--- config.mk ---
export PLATFORM = sky130hd
export DESIGN_NAME = srf05_controller
export DESIGN_NICKNAME = d
export VERILOG_FILES = /design/src/rtl/srf05_controller_pkg.sv /design/src/rtl/srf05_controller_us_tick_gen.sv /design/src/rtl/srf05_controller.sv
export SDC_FILE = /design/constraint.sdc
export NUM_CORES = 1
export LEC_CHECK = 0
export ABC_AREA = 1
export CORE_ASPECT_RATIO = 0.8
export CORE_MARGIN = 2
export CORE_UTILIZATION = 52
export DETAILED_ROUTE_END_ITERATION = 16
export GPL_TIMING_DRIVEN = 0
export MAX_ROUTING_LAYER = met4
export PLACE_DENSITY = 0.8
export SYNTH_ARGS = -nofsm -noshare
export SYNTH_HDL_FRONTEND = slang
export SYNTH_SLANG_ARGS = --single-unit
export TNS_END_PERCENT = 1
--- constraint.sdc ---
create_clock -name clock -period 3.3 [get_ports clock]
set_clock_uncertainty 0.15 [all_clocks]
set_input_delay 0.99 -clock clock [delete_from_list [all_inputs] [get_ports clock]]
set_output_delay 0.99 -clock clock [all_outputs]
set_load 0.05 [all_outputs]
--- src/rtl/srf05_controller_pkg.sv ---
// rtl/srf05_controller_pkg.sv - shared types and constants for the SRF05 range controller
package srf05_controller_pkg;

    localparam int DIST_W     = 15;
    localparam int US_CNT_W   = 17;
    localparam int US_PER_SEC = 1_000_000;

    // Largest echo width that fits in the distance output.
    localparam logic [US_CNT_W-1:0] DIST_MAX = US_CNT_W'((1 << DIST_W) - 1);

    typedef enum logic [2:0] {
        ST_IDLE      = 3'd0,
        ST_TRIG      = 3'd1,
        ST_WAIT_RISE = 3'd2,
        ST_MEASURE   = 3'd3,
        ST_HOLDOFF   = 3'd4
    } state_t;

    // Clamp a microsecond count to the distance range before dropping the upper bits.
    function automatic logic [DIST_W-1:0] sat_dist(input logic [US_CNT_W-1:0] v);
        logic [DIST_W-1:0] r;
        if (v > DIST_MAX) begin
            r = {DIST_W{1'b1}};
        end else begin
            r = v[DIST_W-1:0];
        end
        return r;
    endfunction

endpackage

--- src/rtl/srf05_controller_us_tick_gen.sv ---
// rtl/srf05_controller_us_tick_gen.sv - restartable prescaler producing a one-cycle 1 us tick
module us_tick_gen
    import srf05_controller_pkg::*;
#(
    parameter int CLK_FREQ_HZ = 50_000_000
) (
    input  logic clock,
    input  logic reset,
    input  logic restart,
    output logic tick
);

    localparam int DIV = CLK_FREQ_HZ / US_PER_SEC;
    localparam int PW  = (DIV > 1) ? $clog2(DIV) : 1;
    localparam logic [PW-1:0] LAST = PW'(DIV - 1);

    logic [PW-1:0] cnt;

    // Count 0..DIV-1; a restart realigns the microsecond grid to the current cycle.
    always_ff @(posedge clock or posedge reset) begin
        if (reset) begin
            cnt <= '0;
        end else if (restart || (cnt == LAST)) begin
            cnt <= '0;
        end else begin
            cnt <= cnt + 1'b1;
        end
    end

    assign tick = (cnt == LAST);

endmodule

--- src/rtl/srf05_controller.sv ---
// rtl/srf05_controller.sv - SRF05 trigger/echo sequencer returning echo width in microseconds
module srf05_controller
    import srf05_controller_pkg::*;
#(
    parameter int CLK_FREQ_HZ = 50_000_000,
    parameter int TRIG_US     = 10,
    parameter int TIMEOUT_US  = 30000,
    parameter int HOLDOFF_US  = 50000
) (
    input  logic              clock,
    input  logic              reset,
    input  logic              start,
    input  logic              echo,
    output logic              trigger,
    output logic [DIST_W-1:0] distance,
    output logic              new_data,
    output logic              timeout,
    output logic              busy
);

    // Compare against limit-1 on a tick so each phase lasts exactly limit microseconds.
    localparam logic [US_CNT_W-1:0] TRIG_LAST    = US_CNT_W'(TRIG_US - 1);
    localparam logic [US_CNT_W-1:0] TIMEOUT_LAST = US_CNT_W'(TIMEOUT_US - 1);
    localparam logic [US_CNT_W-1:0] HOLDOFF_LAST = US_CNT_W'(HOLDOFF_US - 1);
    localparam logic [US_CNT_W-1:0] TIMEOUT_VAL  = US_CNT_W'(TIMEOUT_US);

    state_t              state;
    state_t              state_next;
    logic                state_chg;
    logic                tick;
    logic [US_CNT_W-1:0] us_cnt;

    logic echo_meta;
    logic echo_s;
    logic echo_prev;
    logic echo_rise;
    logic echo_fall;

    logic              load_dist;
    logic [DIST_W-1:0] dist_next;
    logic              nd_set;
    logic              to_set;

    logic trig_done;
    logic timeout_done;
    logic holdoff_done;

    // Two-flop synchronizer for the asynchronous echo pin, followed by registered edge pulses.
    always_ff @(posedge clock or posedge reset) begin
        if (reset) begin
            echo_meta <= 1'b0;
            echo_s    <= 1'b0;
            echo_prev <= 1'b0;
            echo_rise <= 1'b0;
            echo_fall <= 1'b0;
        end else begin
            echo_meta <= echo;
            echo_s    <= echo_meta;
            echo_prev <= echo_s;
            echo_rise <= echo_s & ~echo_prev;
            echo_fall <= ~echo_s & echo_prev;
        end
    end

    assign state_chg = (state_next != state);

    us_tick_gen #(
        .CLK_FREQ_HZ(CLK_FREQ_HZ)
    ) u_tick (
        .clock  (clock),
        .reset  (reset),
        .restart(state_chg),
        .tick   (tick)
    );

    // Microseconds spent in the current state; cleared on every transition.
    always_ff @(posedge clock or posedge reset) begin
        if (reset) begin
            us_cnt <= '0;
        end else if (state_chg) begin
            us_cnt <= '0;
        end else if (tick && (us_cnt != {US_CNT_W{1'b1}})) begin
            us_cnt <= us_cnt + 1'b1;
        end
    end

    assign trig_done    = tick && (us_cnt == TRIG_LAST);
    assign timeout_done = tick && (us_cnt == TIMEOUT_LAST);
    assign holdoff_done = tick && (us_cnt == HOLDOFF_LAST);

    // State register.
    always_ff @(posedge clock or posedge reset) begin
        if (reset) begin
            state <= ST_IDLE;
        end else begin
            state <= state_next;
        end
    end

    // Next-state and measurement-event decode; aborts take priority, then echo edges, then timeouts.
    always_comb begin
        state_next = state;
        load_dist  = 1'b0;
        dist_next  = '0;
        nd_set     = 1'b0;
        to_set     = 1'b0;
        case (state)
            ST_IDLE: begin
                if (start && !echo_s) begin
                    state_next = ST_TRIG;
                end
            end
            ST_TRIG: begin
                if (!start) begin
                    state_next = ST_IDLE;
                end else if (trig_done) begin
                    state_next = ST_WAIT_RISE;
                end
            end
            ST_WAIT_RISE: begin
                if (!start) begin
                    state_next = ST_IDLE;
                end else if (echo_rise) begin
                    state_next = ST_MEASURE;
                end else if (timeout_done) begin
                    to_set     = 1'b1;
                    state_next = ST_HOLDOFF;
                end
            end
            ST_MEASURE: begin
                if (!start) begin
                    state_next = ST_IDLE;
                end else if (echo_fall) begin
                    load_dist  = 1'b1;
                    dist_next  = sat_dist(us_cnt);
                    nd_set     = 1'b1;
                    state_next = ST_HOLDOFF;
                end else if (timeout_done) begin
                    load_dist  = 1'b1;
                    dist_next  = sat_dist(TIMEOUT_VAL);
                    nd_set     = 1'b1;
                    to_set     = 1'b1;
                    state_next = ST_HOLDOFF;
                end
            end
            ST_HOLDOFF: begin
                if (holdoff_done) begin
                    state_next = start ? ST_TRIG : ST_IDLE;
                end
            end
            default: begin
                state_next = ST_IDLE;
            end
        endcase
    end

    // Registered outputs; trigger and busy track the state being entered so they switch with it.
    always_ff @(posedge clock or posedge reset) begin
        if (reset) begin
            trigger  <= 1'b0;
            busy     <= 1'b0;
            new_data <= 1'b0;
            timeout  <= 1'b0;
            distance <= '0;
        end else begin
            trigger  <= (state_next == ST_TRIG);
            busy     <= (state_next != ST_IDLE);
            new_data <= nd_set;
            timeout  <= to_set;
            if (load_dist) begin
                distance <= dist_next;
            end
        end
    end

endmodule

# Word level (Yosys, flattened, before mapping)
# Index checks and enable logic that the tools add are counted.
dict set report classes {
  n_bitwise 4
  magnitude_cmp 1
  mux 28
  n_reduce_logical 10
  add_sub_neg 2
  n_eq_ne 11
}
# operator count
set op_table {}
lappend op_table {{15-bit two-way mux} 5}
lappend op_table {{17-bit two-way mux} 2}
lappend op_table {{3-bit two-way mux} 9}
lappend op_table {{17-bit by 1-bit adder with 17-bit output (second input constant)} 1}
lappend op_table {{17-bit by 15-bit == test with 1-bit output (second input constant)} 1}
lappend op_table {{17-bit by 16-bit == test with 1-bit output (second input constant)} 1}
lappend op_table {{17-bit by 4-bit == test with 1-bit output (second input constant)} 1}
lappend op_table {{17-bit by 15-bit greater-than comparator with 1-bit output (second input constant)} 1}
lappend op_table {{17-bit inequality test (second input constant)} 1}
lappend op_table {{3-bit case mux with 5 select lines} 1}
lappend op_table {{1-bit two-way mux} 9}
lappend op_table {{6-bit by 1-bit adder with 6-bit output (second input constant)} 1}
lappend op_table {{3-bit by 1-bit == test with 1-bit output (second input constant)} 2}
lappend op_table {{3-bit by 2-bit == test with 1-bit output (second input constant)} 2}
lappend op_table {{6-bit == test (second input constant)} 1}
lappend op_table {{6-bit two-way mux} 1}
lappend op_table {{1-bit logical AND} 5}
lappend op_table {{3-bit == test (second input constant)} 1}
lappend op_table {{3-bit logical NOT} 1}
lappend op_table {{3-bit inequality test} 1}
lappend op_table {{3-bit nonzero test} 1}
lappend op_table {{1-bit AND} 2}
lappend op_table {{1-bit inverter} 2}
lappend op_table {{1-bit case mux with 2 select lines} 1}
lappend op_table {{3 further kinds} 3}
dict set report word_totals {
  output_inout_bits 19
  wordCells 69
  reg_bits 50
}

# Longest topological paths before layout
# Gate-level depths: netlist (run 1).
dict set report logic_depth {
  depth_word 9
  mapped_depth 17
}

# By module
# A second synthesis (run 1) with hierarchy kept.
dict set report unflattened {
  cells_unflattened 326
  area_unflattened_um2 2745.1
}
# module cells_each area_per_inst_um2 seq_area_each_um2 instances
set by_module_without_submodules {}
lappend by_module_without_submodules {srf05_controller 293 2428.6 1101.1 1}
lappend by_module_without_submodules {us_tick_gen 33 316.6 150.1 1}

# Worst setup path before layout (run 1)
# No wires, ideal clock.
dict set report synth_path {
  path_kind {register to register}
  start {register us_cnt[0]}
  end {register us_cnt[11]}
  t_arrival_ns 1.981
  path_buffers 0
  synth_period_minus_slack_ns 2.251
  setup_slack_ns 1.049
  setup_ns 0.120
  path_stages_with_launch 14
  required_time_ns 3.030
  cell_sequence {dfrtp_1 > ha_1 > nand2_2 > nor3_1 > nand3_1 > nor3_1 > ha_1 > nor2_4 > inv_2 > nor2_1 > nand2_1 > nor3_1 > xnor2_1 > nor2_1}
}
dict set report synth_via {
  elab_chain_len 8
  word_cells_on_any_way 22
  classes_between {add/sub: 1; eq/ne: 5; mux: 11; reduce/logical: 5}
}
# item line_no
set synth_lines {}
lappend synth_lines {{start: declaration} srf05_controller.sv:31} ;# logic [US_CNT_W-1:0] us_cnt;
lappend synth_lines {{start signal: assignment} srf05_controller.sv:83} ;# us_cnt <= us_cnt + 1'b1;
lappend synth_lines {{17-bit by 15-bit == test with 1-bit output} srf05_controller.sv:88} ;# assign timeout_done = tick && (us_cnt == TIMEOUT_LAST);
lappend synth_lines {{1-bit logical AND} srf05_controller.sv:88}
lappend synth_lines {{3-bit two-way mux} {srf05_controller.sv:125, srf05_controller.sv:138}}
lappend synth_lines {{3-bit two-way mux (on tied branches)} {srf05_controller.sv:133, srf05_controller.sv:123}}
lappend synth_lines {{3-bit two-way mux (on tied branches)} {srf05_controller.sv:131, srf05_controller.sv:121}}
lappend synth_lines {{3-bit case mux with 5 select lines} srf05_controller.sv:107} ;# case (state)
lappend synth_lines {{3-bit inequality test} srf05_controller.sv:65} ;# assign state_chg = (state_next != state);
lappend synth_lines {{17-bit two-way mux or 2-bit nonzero test (tied branches)} -}
# Parallel ways exist; a longest one is shown, timed or not. The select of a mux whose other input is x is not followed.
# A chain may end at the register's enable or synchronous reset.

# Worst setup path in the final report (run 1)
dict set report layout_path {
  start {register distance[2]}
  end {output port distance[2]}
}
# item line_no
set layout_rtl {}
lappend layout_rtl {{start: declaration} srf05_controller.sv:15} ;# output logic [DIST_W-1:0] distance,
lappend layout_rtl {{start signal: assignment} srf05_controller.sv:171} ;# distance <= dist_next;
# No word-level cell between the ends.

==> impl_metrics.yaml, run 1 <==
timing:
  finalCriticalPeriod_ns: 2.634
  slew_headroom_pct: 63.32
  finalWorstSetupSlack_ns: 0.6662
  max_freq_mhz: 379.7
  tns_ns: 0
  rsz0062_at_grt: "no"
  setup_viol_count_final: 0
  fin_crit_sh_pct: 79.81
  worst_pin_slew_ns: 0.5482
  finalMaxSlewViolations: 0
  whs_ns: 0.2051
  hold_viol_final: 0
synth:
  synth_compound_area_share_pct: 5.480
  synth_warnings: 0
  synth_top_family_by_area: "simple AND/OR/NAND/NOR gates"
  async_flop_share_pct: 100.0
  yosysUniqueCellTypes: 29
  syn_area_sq_um: 2671
  synthFlopType: "dfrtp_1"
  yosys.area_share.xor_xnor_pct: 5.574
  synthSimpleGateAreaFrac_pct: 32.46
  yosys.area_share.adder_pct: 2.342
  netlist_instances: 316
  avgSynthCellArea_sq_um: 8.454
  synth_top_cell_by_area: "dfrtp_1"
  synth-edff-count: 0
  syn-num-nets: 325
  synth_top_area_share_pct: 46.84
  synth_seq_cells: 50
  synth_seq_area_share_pct: 46.84
  synthTopCellsByArea: "dfrtp_1 47%, nand2_1 8.1%, inv_1 6.0%"
  synth.most_common_cell: "nand2_1"
  synthMuxAreaShare_pct: 0
  synth_common_cells: "58 x nand2_1, 50 x dfrtp_1, 43 x inv_1, 43 x nor2_1, 18 x nand3_1"
global_routing:
  grt_max_degree: 30
  grt_pass1_vias: 1847
  track_usage_pct: 19.99
  grt_antenna_before_repair: 0
  grt_remaining_overflow: 0
  grt_pass1_wl_microns: 8721
routing:
  routed_via_density: 5.012
  vias: 2045
  drc_errors: 0
  wirelength_microns: 5050
  drt_pass1_iterations: 4
  wl_per_cell_microns: 12.38
  final_antenna_net_count: 0
  first_iter_violations: 183
worst_setup_path:
  arrival_ns: 1.49
  start_kind: "register"
  critPathBufInv: 1
  path_max_fanout: 2
  slowest_delay_ns: 0.82
  critPathTopFamily: "buffers and inverters"
  crit_slowest_cell: "clkdlybuf4s50_1"
  worstSetupPathType: "register to primary output"
  cp.required_ns: 2.16
  crit_path_end_kind: "primary output"
  worstPathCellList: "clkdlybuf4s50_1"
die:
  rows: 23
  die_h_microns: 68.11
  start_util_pct: 53.66
  core_sq_um: 4979
  ioPinCount: 23
  die_area_sq_um: 5730
  die_x_microns: 84.14
clock_network:
  insertion_delay_ns: 0.30
  htreeDepth: 2
  clockRootBuffer: "clkbuf_8"
  clock_sinks: 50
  cts_resized: 0
  clock_path_buffers: 2
  clkTransAtPathRegs_ns: 0.09
  cts_inserted_buffers: 5
  cts_tree: "done"
  post_cts_buffers: 0
  holdBufCountCts: 0
finish:
  final_cell_area_sq_um: 3073
  n_antenna_cell: 0
  final_layout_size_suffix_gt1_share_pct: 13.01
  layout.nets: 355
  area_delta_synth_final_pct: 15.04
power_and_ir_drop:
  clkPwrFrac_pct: 31.2
  irDropWorstVdd_mv: 0.2397
  power_frac_comb_pct: 9.3
  powerDensity_nw_per_um2: 357.5
  pwr-share-seq_pct: 59.5
  p_int_uw: 815.5
  switching_share_pct: 25.76
  p_sw_uw: 282.9
  leakagePower_uw: 0.001458
placement:
  post-place-ws_ns: 0.3848
  gp_congestion: 0.8929
  placement.io_buffers: 22
  placed_cell_area_sq_um: 2989
  hpwl_microns: 3908
run:
  maxCapViolCount: 0
run_status:
  outcome: "finished clean"
min_path:
  min_path_type: "register to register"
[sequential cells by signal, summed over array words and instances (netlist names)]
| register | count |
|---|---|
| busy | 1 |
| echo_rise | 1 |
| echo_fall | 1 |
| timeout | 1 |
| trigger | 1 |
| new_data | 1 |
| distance | 15 |
| u_tick.cnt | 6 |
| us_cnt | 17 |
| state | 3 |
| echo_prev | 1 |
| echo_s | 1 |
| echo_meta | 1 |
[cell type report]
cell class | count | area [sq um]
clock inverters | 2 | 15.01
repair buffers | 23 | 240.2
clock buffers | 5 | 68.82
well taps | 62 | 77.57
fillers | 438 | 1906
flip-flops and latches | 50 | 1251
multi-input cells | 219 | 1225
plain buffers | 3 | 30.03
inverters | 44 | 165.2
[path summary, 6_finish.rpt]
| path | start | endpoint | slack [ns] | cells after the start |
|---|---|---|---|---|
| hold reg to reg | echo_meta$_DFF_PP0_ | echo_s$_DFF_PP0_ | 0.21 | 0 |
| min in group asynchronous | reset | trigger$_DFF_PP0_ | 0.87 | 2 |
| setup reg to reg | us_cnt[0]$_DFFE_PP0P_ | us_cnt[9]$_DFFE_PP0P_ | 0.68 | 12 |
| hold / removal | echo_meta$_DFF_PP0_ | echo_s$_DFF_PP0_ | 0.21 | 0 |
| max in group asynchronous | reset | distance[11]$_DFFE_PP0P_ | 1.63 | 3 |
| setup / recovery | distance[2]$_DFFE_PP0P_ | distance[2] | 0.67 | 1 |
[power groups by stage]
stage / clock [uW] / combinational [uW] / sequential (uW)
5_1_grt: 381 / 115 / 657
2_1_floorplan: 0 / 75.9 / 666
4_1_cts: 354 / 105 / 653
3_5_place_dp: 0 / 104 / 666
6_report: 343 / 102 / 654
3_3_place_gp: 0 / 100 / 664
[layer usage]
metal	track usage, %	vias to the layer above	share of wire, %
met4	5.444	0	1.6
met5	-	-	0
met1	28.63	935	52
met2	29.17	42	42
li1	-	1059	-
met3	3.981	9	4.5
[kinds of logic (layout without fill, tap and decap cells)]
kind of cell,Yosys count,in the layout
AO/OA/AOI/OAI,27,27
XOR/XNOR,17,17
adder cells (fa/ha/maj),5,5
buffers and inverters,47,77
flip-flops,50,50
AND/OR/NAND/NOR,170,170
[through the flow]
| stage | cells | power [uW] | utilization (%) |
|---|---|---|---|
| 5_1_grt | 408 | 1153 | 61.72 |
| 4_1_cts | 408 | 1112 | 61.72 |
| 2_1_floorplan | 316 | 742.4 | - |
| 3_5_place_dp | 401 | 769.8 | 60.04 |
| 3_3_place_gp | 400 | 764.3 | 59.64 |
| 6_report | 408 | 1098 | 61.72 |
[layout by cell type, fill, tap and decap left out, drive strengths merged]
cell type and n:
clkdlybuf4s50 22, xnor2 4, a31oi 2, nand4 3, clkinvlp 2, nor3 12
inv 44, or2 1, a21oi 6, dfrtp 50, xor2 13, nand2 69
nor2 59, nand3b 3, ha 5, nor4 1, clkbuf 6, buf 3
nor3b 1, nand3 21, o22ai 7, o21ai 12
(Power assumes the default switching activity.)
==> inputs of run 2 (changes only) <==
Clock period 3.3 ns to 2.7 ns, I/O delays scaled along.
==> impl_metrics.yaml, run 2 (same netlist as run 1, synthesis figures left out) <==
routing:
  drt_pass1_iterations: 4
  vias: 2052
  wirelength_microns: 5108
  wl_per_cell_microns: 12.52
  drc_errors: 0
  routed_via_density: 5.029
  final_antenna_net_count: 0
  first_iter_violations: 207
timing:
  fin_crit_sh_pct: 93.67
  tns_ns: 0
  worst_pin_slew_ns: 0.5621
  finalWorstSetupSlack_ns: 0.1709
  setup_viol_count_final: 0
  slew_headroom_pct: 62.39
  hold_viol_final: 0
  finalCriticalPeriod_ns: 2.529
  max_freq_mhz: 395.4
  rsz0062_at_grt: "yes"
  finalMaxSlewViolations: 0
power_and_ir_drop:
  clkPwrFrac_pct: 31.2
  p_int_uw: 996.8
  power_frac_comb_pct: 9.3
  switching_share_pct: 25.79
  powerDensity_nw_per_um2: 435.7
  p_sw_uw: 346.5
  pwr-share-seq_pct: 59.5
  irDropWorstVdd_mv: 0.2945
  leakagePower_uw: 0.001458
  p_total_uw: 1343
finish:
  largest_register_ffs: 17
  n_antenna_cell: 0
  largest_register: "us_cnt"
  layout_commonest_cell: "nand2_1"
  layout.nets: 355
  largestRegisters: "us_cnt x17, distance x15, u_tick.cnt x6"
  layout_common_cells: "58 x nand2_1, 50 x dfrtp_1, 43 x nor2_1"
  n_fill_cell: 439
  area_delta_synth_final_pct: 15.41
  instances_no_fill: 408
  final_layout_size_suffix_gt1_share_pct: 13.58
clock_network:
  cts_resized: 0
  clkTransAtPathRegs_ns: 0.09
  cts_inserted_buffers: 5
  cts_tree: "done"
  clock_path_buffers: 2
  clock_sinks: 50
  insertion_delay_ns: 0.30
  holdBufCountCts: 0
  post_cts_buffers: 0
  htreeDepth: 2
  clockRootBuffer: "clkbuf_8"
placement:
  dp.cells: 401
  gp_congestion: 0.8929
  placement.io_buffers: 22
  post-place-ws_ns: -0.03522
  hpwl_microns: 3908
global_routing:
  grt_pass1_vias: 1847
  grt_antenna_before_repair: 0
  grt_max_degree: 30
  track_usage_pct: 19.99
  grt_remaining_overflow: 0
  grt_pass1_wl_microns: 8721
die:
  start_util_pct: 53.66
  die_x_microns: 84.14
  core_sq_um: 4979
  die_h_microns: 68.11
  die_area_sq_um: 5730
  rows: 23
  ioPinCount: 23
worst_setup_path:
  r2r-start: "us_cnt[0]$_DFFE_PP0P_"
  reg2reg_setup_slack_ns: 0.17
  startpoint: "us_cnt[0]$_DFFE_PP0P_"
  crit_path_end_kind: "register"
  path_max_fanout: 9
  start_kind: "register"
  arrival_ns: 2.56
  cp.required_ns: 2.73
  worstSetupPathType: "register to register"
min_path:
  min_path_type: "register to register"
  min_from: "echo_meta$_DFF_PP0_"
run:
  maxCapViolCount: 0
run_status:
  outcome: "finished clean"
==> run 2: cell counts in the layout (fill, tap and decap cells not counted) <==
Identical to the previous run, type by type.
==> run 2: power groups by stage <==
stage	clock (uW)	sequential, uW	combinational [uW]
2_1_floorplan	0	815	92.8
6_report	419	799	125
5_1_grt	466	803	141
3_3_place_gp	0	812	123
4_1_cts	432	799	128
3_5_place_dp	0	814	127
==> run 2: final cells by class <==
type	count	area (sq um)	share of cell area (%)
Buffer	3	30.03	0.9740
Clock buffer	5	68.82	2.232
Clock inverter	2	15.01	0.4870
Inverter	44	165.2	5.357
Multi-Input combinational cell	219	1235	40.06
Sequential cell	50	1251	40.58
Tap cell	62	77.57	2.516
Timing Repair Buffer	23	240.2	7.792
==> run 2: worst paths after layout <==
check,end,cells after the start
worst min register to register,echo_s$_DFF_PP0_,0
worst min-delay path,echo_s$_DFF_PP0_,0
worst max register to register,us_cnt[9]$_DFFE_PP0P_,12
worst max-delay path,us_cnt[9]$_DFFE_PP0P_,12
min in group asynchronous,trigger$_DFF_PP0_,2
max in group asynchronous,distance[6]$_DFFE_PP0P_,3
==> run 2: layer usage <==
metal	wire, microns	share of wire, %	global-route usage [%]	vias up
li1	-	-	-	1058
met1	2686	53	28.63	943
met2	2114	41	29.17	45
met3	237	4.6	3.981	6
met4	70	1.4	5.444	0
met5	0	0	-	-
==> run 2: metrics by stage <==
stage / util, % / instance area, sq um / hold WS [ns]
floorplan: - / 2671 / 0.1812
global placement: 59.64 / 2969 / 0.1854
detailed placement: 60.04 / 2989 / 0.1863
CTS: 61.72 / 3073 / 0.2074
global route: 61.93 / 3083 / 0.2179
finish: 61.93 / 3083 / 0.2067
==> run 2: critical path, stage by stage (launching register included) <==
cell	delay [ns]
dfrtp_1	0.45
ha_1	0.25
nand2_2	0.10
nor3_2	0.06
nand3_2	0.12
nor3_1	0.06
ha_1	0.20
nor2_4	0.22
inv_2	0.13
nor2_1	0.14
nand2_1	0.11
o21ai_0	0.36
nor2_4	0.06
==> inputs of run 3 (changes only) <==
Settings changed: ABC_CLOCK_PERIOD_IN_PS set to 2700.
==> results of run 3 <==
Final layout, timing and power as in run 2 (identical DEF).
